`config.mk`:
```
export PLATFORM = sky130hd
export DESIGN_NAME = pipeline_issue_flat
export DESIGN_NICKNAME = d
export VERILOG_FILES = /design/src/rtl/pipeline_issue_if.sv /design/src/rtl/pipeline_issue.sv /design/src/flat_wrapper.sv
export SDC_FILE = /design/constraint.sdc
export NUM_CORES = 1
export LEC_CHECK = 0
export CORE_ASPECT_RATIO = 0.5
export CORE_MARGIN = 4
export CORE_UTILIZATION = 35
export CTS_BUF_LIST = sky130_fd_sc_hd__clkbuf_4
export DETAILED_ROUTE_END_ITERATION = 10
export PLACE_DENSITY = 0.62
export SLEW_MARGIN = 15
export SYNTH_ARGS = -nofsm -noshare
export SYNTH_HDL_FRONTEND = slang
export SYNTH_SLANG_ARGS = --single-unit
```
`constraint.sdc`:
```
create_clock -name clk -period 2.37 [get_ports clk]
set_clock_uncertainty 0.2 [all_clocks]
set_input_delay 0.474 -clock clk [delete_from_list [all_inputs] [get_ports clk]]
set_output_delay 0.474 -clock clk [all_outputs]
set_load 0.01 [all_outputs]
```
`src/rtl/pipeline_issue_if.sv`:
```
// Command and request channels between the issue head-end and pipeline stage 0.
// cmd: a burst is taken on a cycle with cmd_valid=1 and cmd_ready=1. out: a request transfers on out_valid=1 and in_stall=0.
interface pipeline_issue_if #(
   parameter int ADDR_W = 16,
   parameter int ID_W   = 4,
   parameter int LEN_W  = 8
);
   logic              cmd_valid;
   logic              cmd_ready;
   logic [ADDR_W-1:0] cmd_address;
   logic [ADDR_W-1:0] cmd_stride;
   logic [LEN_W-1:0]  cmd_length;
   logic [ADDR_W-1:0] out_address;
   logic [ID_W-1:0]   out_id;
   logic              out_valid;
   logic              in_stall;
   logic              out_flush;
   logic [ID_W-1:0]   out_flush_id;

   modport master (
      input  cmd_valid, cmd_address, cmd_stride, cmd_length, in_stall,
      output cmd_ready, out_address, out_id, out_valid, out_flush, out_flush_id
   );

   modport slave (
      output cmd_valid, cmd_address, cmd_stride, cmd_length, in_stall,
      input  cmd_ready, out_address, out_id, out_valid, out_flush, out_flush_id
   );
endinterface

```
`src/rtl/pipeline_issue.sv`:
```
// Address pipeline head-end: issues a strided burst with wrapping IDs, tracks
// outstanding IDs in a bitmap and originates the flush broadcast on redirect.
module pipeline_issue #(
   parameter int ADDR_W = 16,
   parameter int ID_W   = 4,
   parameter int LEN_W  = 8
) (
   input  logic                  clk,
   input  logic                  reset_n,
   pipeline_issue_if.master      bus,
   input  logic                  redirect_valid,
   input  logic [ID_W-1:0]       redirect_id,
   input  logic [ADDR_W-1:0]     redirect_address,
   input  logic                  ret_valid,
   input  logic [ID_W-1:0]       ret_id,
   output logic                  busy,
   output logic                  done,
   output logic                  err_retire,
   output logic [1:0]            state
);
   localparam int NID = 1 << ID_W;

   typedef enum logic [1:0] {IDLE = 2'd0, ISSUE = 2'd1, FLUSH = 2'd2, WAIT = 2'd3} state_t;

   state_t            state_q, state_d;
   logic [NID-1:0]    bitmap_q, bitmap_d;
   logic [ID_W-1:0]   next_id_q, next_id_d;
   logic [ADDR_W-1:0] addr_q, addr_d;
   logic [ADDR_W-1:0] stride_q, stride_d;
   logic [LEN_W-1:0]  remaining_q, remaining_d;
   logic              valid_q, valid_d;
   logic              flush_q, flush_d;
   logic [ID_W-1:0]   flush_id_q, flush_id_d;
   logic              done_q, done_d;
   logic              err_q, err_d;
   logic              busy_q, ready_q;
   logic              take_cmd, take_redirect, xfer;

   // Redirect wins over a same-cycle transfer, so the held request is never consumed.
   assign take_cmd      = (state_q == IDLE) && bus.cmd_valid;
   assign take_redirect = redirect_valid && ((state_q == ISSUE) || (state_q == WAIT));
   assign xfer          = (state_q == ISSUE) && valid_q && !bus.in_stall && !redirect_valid;

   always_ff @(posedge clk or negedge reset_n) begin
      if (!reset_n) state_q <= IDLE;
      else          state_q <= state_d;
   end

   always_comb begin
      state_d = state_q;
      case (state_q)
         IDLE:  if (bus.cmd_valid) state_d = (bus.cmd_length != '0) ? ISSUE : WAIT;
         ISSUE: begin
            if (redirect_valid)                              state_d = FLUSH;
            else if (xfer && (remaining_q == LEN_W'(1)))     state_d = WAIT;
         end
         FLUSH: state_d = (remaining_q != '0) ? ISSUE : WAIT;
         WAIT: begin
            if (redirect_valid)      state_d = FLUSH;
            else if (bitmap_q == '0) state_d = IDLE;
         end
         default: state_d = IDLE;
      endcase
   end

   always_comb begin
      bitmap_d    = bitmap_q;
      next_id_d   = next_id_q;
      addr_d      = addr_q;
      stride_d    = stride_q;
      remaining_d = remaining_q;
      flush_d     = 1'b0;
      flush_id_d  = flush_id_q;
      err_d       = err_q;
      if (take_cmd) begin
         addr_d      = bus.cmd_address;
         stride_d    = bus.cmd_stride;
         remaining_d = bus.cmd_length;
      end
      if (xfer) begin
         bitmap_d[next_id_q] = 1'b1;
         next_id_d           = next_id_q + ID_W'(1);
         addr_d              = addr_q + stride_q;
         remaining_d         = remaining_q - LEN_W'(1);
      end
      if (take_redirect) begin
         addr_d                = redirect_address;
         bitmap_d[redirect_id] = 1'b0;
         flush_d               = 1'b1;
         flush_id_d            = redirect_id;
      end
      // A retire racing a flush of the same ID is not an error.
      if (ret_valid) begin
         if (!bitmap_q[ret_id] && !(take_redirect && (redirect_id == ret_id))) err_d = 1'b1;
         bitmap_d[ret_id] = 1'b0;
      end
      done_d  = (state_q == WAIT) && (state_d == IDLE);
      valid_d = (state_d == ISSUE) && (remaining_d != '0) && !bitmap_d[next_id_d];
   end

   always_ff @(posedge clk or negedge reset_n) begin
      if (!reset_n) begin
         bitmap_q    <= '0;
         next_id_q   <= '0;
         addr_q      <= '0;
         stride_q    <= '0;
         remaining_q <= '0;
         valid_q     <= 1'b0;
         flush_q     <= 1'b0;
         flush_id_q  <= '0;
         done_q      <= 1'b0;
         err_q       <= 1'b0;
         busy_q      <= 1'b0;
         ready_q     <= 1'b1;
      end else begin
         bitmap_q    <= bitmap_d;
         next_id_q   <= next_id_d;
         addr_q      <= addr_d;
         stride_q    <= stride_d;
         remaining_q <= remaining_d;
         valid_q     <= valid_d;
         flush_q     <= flush_d;
         flush_id_q  <= flush_id_d;
         done_q      <= done_d;
         err_q       <= err_d;
         busy_q      <= (state_d != IDLE);
         ready_q     <= (state_d == IDLE);
      end
   end

   // The presented request is simply the current pointer and ID, so a stall holds it for free.
   assign bus.out_address  = addr_q;
   assign bus.out_id       = next_id_q;
   assign bus.out_valid    = valid_q;
   assign bus.out_flush    = flush_q;
   assign bus.out_flush_id = flush_id_q;
   assign bus.cmd_ready    = ready_q;
   assign busy             = busy_q;
   assign done             = done_q;
   assign err_retire       = err_q;
   assign state            = state_q;
endmodule

```
`src/flat_wrapper.sv`:
```
// flat-port wrapper written by rule: the top's interface ports become plain ports
module pipeline_issue_flat 
#(
   parameter int ADDR_W = 16,
   parameter int ID_W   = 4,
   parameter int LEN_W  = 8
)
  (clk, reset_n, redirect_valid, redirect_id, redirect_address, ret_valid, ret_id, busy, done, err_retire, state, bus_cmd_valid, bus_cmd_address, bus_cmd_stride, bus_cmd_length, bus_in_stall, bus_cmd_ready, bus_out_address, bus_out_id, bus_out_valid, bus_out_flush, bus_out_flush_id);
  pipeline_issue_if #(.ADDR_W(ADDR_W), .ID_W(ID_W), .LEN_W(LEN_W)) bus_i ();
  input  logic clk;
  input  logic reset_n;
  input  logic redirect_valid;
  input  logic [ID_W-1:0] redirect_id;
  input  logic [ADDR_W-1:0] redirect_address;
  input  logic ret_valid;
  input  logic [ID_W-1:0] ret_id;
  output logic busy;
  output logic done;
  output logic err_retire;
  output logic [1:0] state;
  input wire logic [$bits(bus_i.cmd_valid)-1:0] bus_cmd_valid;
  input wire logic [$bits(bus_i.cmd_address)-1:0] bus_cmd_address;
  input wire logic [$bits(bus_i.cmd_stride)-1:0] bus_cmd_stride;
  input wire logic [$bits(bus_i.cmd_length)-1:0] bus_cmd_length;
  input wire logic [$bits(bus_i.in_stall)-1:0] bus_in_stall;
  output wire logic [$bits(bus_i.cmd_ready)-1:0] bus_cmd_ready;
  output wire logic [$bits(bus_i.out_address)-1:0] bus_out_address;
  output wire logic [$bits(bus_i.out_id)-1:0] bus_out_id;
  output wire logic [$bits(bus_i.out_valid)-1:0] bus_out_valid;
  output wire logic [$bits(bus_i.out_flush)-1:0] bus_out_flush;
  output wire logic [$bits(bus_i.out_flush_id)-1:0] bus_out_flush_id;
  assign bus_i.cmd_valid = bus_cmd_valid;
  assign bus_i.cmd_address = bus_cmd_address;
  assign bus_i.cmd_stride = bus_cmd_stride;
  assign bus_i.cmd_length = bus_cmd_length;
  assign bus_i.in_stall = bus_in_stall;
  assign bus_cmd_ready = bus_i.cmd_ready;
  assign bus_out_address = bus_i.out_address;
  assign bus_out_id = bus_i.out_id;
  assign bus_out_valid = bus_i.out_valid;
  assign bus_out_flush = bus_i.out_flush;
  assign bus_out_flush_id = bus_i.out_flush_id;
  pipeline_issue #(.ADDR_W(ADDR_W), .ID_W(ID_W), .LEN_W(LEN_W)) u_core (.clk(clk), .reset_n(reset_n), .bus(bus_i), .redirect_valid(redirect_valid), .redirect_id(redirect_id), .redirect_address(redirect_address), .ret_valid(ret_valid), .ret_id(ret_id), .busy(busy), .done(done), .err_retire(err_retire), .state(state));
endmodule
```
### Word level (Yosys, flattened, before mapping)

Cells that the tools add are included.

* flip-flop bits (word level): 72
* bits of input ports: 70
* output and inout bits: 32
* logic and storage cells: 91

* add/subtract/negate cells: 3
* magnitude comparators: 7
* eq/ne operators: 6
* multiplexer cells: 28
* bitwise operators: 5
* reductions and logical operators: 29

Operators with widths (count)
* $mux 16: 6
* $and 16x16->16: 2
* $not 16->16: 2
* $reduce_bool 8->1: 3
* $lt 4x5->1 const B: 4
* $add 16x16->16: 1
* $logic_not 16->1: 1
* $mux 8: 2
* $or 16x16->16: 1
* $logic_and 1x1->1: 14
* $mux 2: 7
* $demux 1 s4: 3
* $ge 4x1->1 const B: 3
* $bmux 1 s4: 2
* $eq 8x1->1 const B: 1
* $pmux 2 s4: 1
* $sub 8x1->8 const B: 1
* $mux 1: 6
* $logic_not 1->1: 5
* $add 4x1->4 const B: 1
* $eq 2x1->1 const B: 2
* $eq 2x2->1 const B: 2
* $eq 4x4->1: 1
* $logic_not 2->1: 2
* other kinds (5): 5

### Depth between registers and ports, before layout

* word-level depth: 14
* depth in mapped cells: 10
* mapped depth without buffers: 10

### Worst setup path before layout

No wires, ideal clock.

* kind: register to register
* start: register u_core.addr_q[0] (netlist: u_core.bus.out_address[0])
* end: register u_core.addr_q[14] (netlist: u_core.bus.out_address[14])
* library setup time: 0.136 ns
* arrival time: 2.108 ns
* data required time: 2.034 ns
* path slack: -0.074 ns
* stages on the path, launching flop included: 11
* buffers on the path: 0
* clock period less this slack: 2.444 ns
* path through: dfrtp_1 -> ha_1 -> inv_1 -> fa_1 -> nor2b_1 -> o2111ai_1 -> a31oi_1 -> a21oi_1 -> a21oi_1 -> mux2i_1 -> o21ai_0

* word-level cells in the longest chain between the ends: 3

RTL lines
* start, declared: RTL line pipeline_issue.sv:28 `logic [ADDR_W-1:0] addr_q, addr_d;`
* start signal, assigned: RTL line pipeline_issue.sv:118 `addr_q <= addr_d;`
* $add 16x16->16: RTL line pipeline_issue.sv:83 `addr_d = addr_q + stride_q;`
* $mux 16: RTL line pipeline_issue.sv:80 `if (xfer) begin`
* $mux 16: RTL line pipeline_issue.sv:86 `if (take_redirect) begin`

Every way passes these cells.
A chain may end at the register's enable or synchronous reset.

### Worst setup path after layout

* start: register u_core.addr_q[0] (netlist: u_core.bus.out_address[0])
* end: register u_core.addr_q[12] (netlist: u_core.bus.out_address[12])

The elaborated chain is that of the path after synthesis.

==> impl_results.md <==
* Clock Latency Late Sink at 0.41 ns
* #FFs+latches synth at 72
* Max Slew Vio Count at 0
* Primary FF master, synth: dfrtp_1
* Achievable Freq at 403 MHz
* # DRC at 0
* Die X at 170 µm
* Synth area leader: dfrtp_1
* Finished layout cell area at 6960 µm²
* Share of cells above drive strength 1 at 27.5%
* Starting DRT DRC Count at between 300 and 400
* CTS tree: built
* Slew margin rel. at 68.3%
* Setup TNS at -0.349 ns
* TritonRoute pass-1 iters at 5
* Crit path DAT at 2.60 ns
* Netlist Area Pre-Place at 4600 µm²
* Clock Pin Slew Worst Setup and Hold Paths at 0.12 ns
* Mean routed wirelength per cell at 16.8 µm
* Post-synth cell types at 70
* Pwr/cell area at about 1200 nW/µm²
* Leading post-synthesis cells by cell area: dfrtp_1, nand2_1, ha_1
* Nets at 807
* Post-synthesis cell count at 503
* Register-to-register setup slack at -0.11 ns
* Number of synthesized flops with an enable pin at 0
* Clock sinks at 72
* Num ports at 102
* Post-DP Area at between 6000 and 7000 µm²
* Fill cells at ~1200
* Total track usage at 19.8%
* Fin crit share at 105%
* Final ANT Viol Nets at 0
* Vias after detailed routing at about 4700
* Count leader, synth: nand2_1
* Clock Tree Buf Depth at 2
* Run status: finished, violations left
* Worst Max-Slew Pin Slew at 0.475 ns
* Final Hold Viols at 0
* Startpoint class of the critical path: flip-flop
* Final GP Congestion at 0.935
* IO buf count at 101
* Placeable core region at between 10000 and 15000 µm²
* Max-Cap Viols at 0
* Ant diodes at 0
* Syn. warnings at 0
* H-tree depth at 3
* Post-Syn Area per Cell at slightly above 9 µm²
* WHS at 0.210 ns
* Violated checks: setup timing
* Vias in the first global route at 4708
* Synth top area share at 38.6%
* Syn nets at slightly below 600
* Maximum fanout along the worst path at 3
* DP Wirelength at 11400 µm
* First-pass GRT wire length at 24100 µm
* Vias per inst at roughly 5.3
* Kind of end point of the critical path: flip-flop
* Largest net degree at the start of global routing at 50
* GRT overflow at 0
* Root buf cell: clkbuf_4
* Asr flop ratio synth at between 90% and 100%
* Core Rows at 29
* Drt total wl at 15000 µm
* Final worst slack at -0.112 ns
* Die area at around 15000 µm²
* Leak at 3.15 nW
* Initial antenna violation count at 0
* Register area share after synthesis at 39.2%
* VDD IR-drop max at 0.501 mV
* TritonCTS buffer count at 9
* RSZ-0062 raised after global routing: yes
* Starting Density at 36.0%
* Most common library cells after synthesis: nand2_1, dfrtp_1, a21oi_1
* Final number of setup-violating endpoints at 5
* CP required at 2.48 ns
* Critical path type: reg2reg
* Worst min path class: in2async
* Min Tclk post-route at 2.48 ns
* Area growth syn-to-layout at 51.4%
* Die height at ~89 µm
## final timing paths
path                                                  from                    endpoint  depth (start not counted)
max in group asynchronous                          reset_n        u_core.bus.cmd_ready                          3
worst min register to register  u_core.bus.out_flush_id[2]  u_core.bus.out_flush_id[2]                          2
worst max register to register   u_core.bus.out_address[0]  u_core.bus.out_address[12]                         11
min in group clk                u_core.bus.out_flush_id[2]  u_core.bus.out_flush_id[2]                          2
worst max-delay path             u_core.bus.out_address[0]  u_core.bus.out_address[12]                         11
worst min-delay path                               reset_n         u_core.stride_q[12]                          2
## cell families (layout without fill, tap and decap cells)
| group | Yosys count | in the layout | synth area share (%) |
|---|---|---|---|
| mux | 14 | 14 | 4.46 |
| compound gates | 143 | 143 | 21.6 |
| flops | 72 | 72 | 39.2 |
| buf+inv | 40 | 257 | 4.27 |
| fa+ha+maj | 22 | 22 | 6.15 |
| xor+xnor | 18 | 18 | 3.59 |
| simple gates | 194 | 194 | 20.8 |
## registers in the layout (all words and copies together) (netlist names), 2 cells and up
signal and cells:
u_core.remaining_q 8, u_core.bus.out_flush_id 4, u_core.bus.out_id 4, u_core.stride_q 16, u_core.bitmap_q 16, u_core.state 2
u_core.bus.out_address 16
## per-stage QoR
stage	util, %	std cells	setup WS (ns)	total power, mW
after floorplan	-	503	-0.0154	4.90
final	54.5	890	-0.112	8.49
after detailed placement	51.3	859	-0.622	7.11
after CTS	53.7	885	-0.142	8.24
after global placement	51.3	859	-0.591	7.06
after global routing	54.5	890	-0.205	9.22
## per-layer routing
layer | global-route usage [%] | share of wire, % | vias to the layer above
li1 | - | - | 2280
met1 | 26.7 | 45 | 2270
met2 | 33.0 | 47 | 155
met3 | 3.49 | 5.1 | 27
met4 | 6.16 | 2.1 | 0
met5 | 0 | 0 | -
## timing repair
item / 4_1_cts / 5_1_grt
gates resized for setup: 35 / 16
hold endpoints to repair: 71 / 0
hold buffers: 1 / 0
setup buffers: 9 / 5
pin swaps: 23 / 16
setup endpoints to repair: 9 / 10
## critical path: stages, from the launching register on
cell	delay [ns]
dfrtp_1	0.39
ha_2	0.20
inv_2	0.04
fa_2	0.42
nor2b_4	0.16
o2111ai_4	0.14
a31oi_4	0.24
buf_6	0.12
a211o_1	0.13
a21oi_2	0.06
xor2_1	0.19
o21ai_1	0.08
## layout make-up
class	instances	area, µm²	area share [%]
well taps	170	213	3.05
flip-flops and latches	72	1800	25.9
repair buffers	226	1980	28.5
clock inverters	4	22.5	0.323
clock buffers	12	90.1	1.29
inverters	15	56.3	0.808
multi-input cells	391	2800	40.2
## power breakdown
part / total, mW / internal, mW / switching, mW
sequential: 2.17 / 1.73 / 0.447
combinational: 5.63 / 2.94 / 2.69
clock: 0.693 / 0.248 / 0.446
## cell usage in the layout (no fill, tap or decap), types with 3 or more instances in the layout
cell,n
nor4_1,8
nand2_1,86
nand2b_1,3
inv_1,10
a211o_1,5
buf_6,3
nor2_1,29
inv_2,4
xnor2_1,11
nor2b_1,8
o21ai_0,16
nand3_1,9
a211oi_1,7
a221oi_1,13
xor2_1,6
nor3_1,12
and4b_1,3
a21o_1,5
a21oi_2,8
a31oi_1,17
and3_1,5
nand4_1,4
o21bai_1,3
ha_4,3
o21a_1,3
or2_2,3
clkbuf_4,12
o211ai_1,3
clkdlybuf4s50_1,99
dfrtp_1,70
a21oi_1,25
mux4_2,5
and2_1,4
a22oi_1,8
ha_1,17
buf_4,119
o21ai_1,7
mux2i_1,7
(Power assumes the default switching activity.)
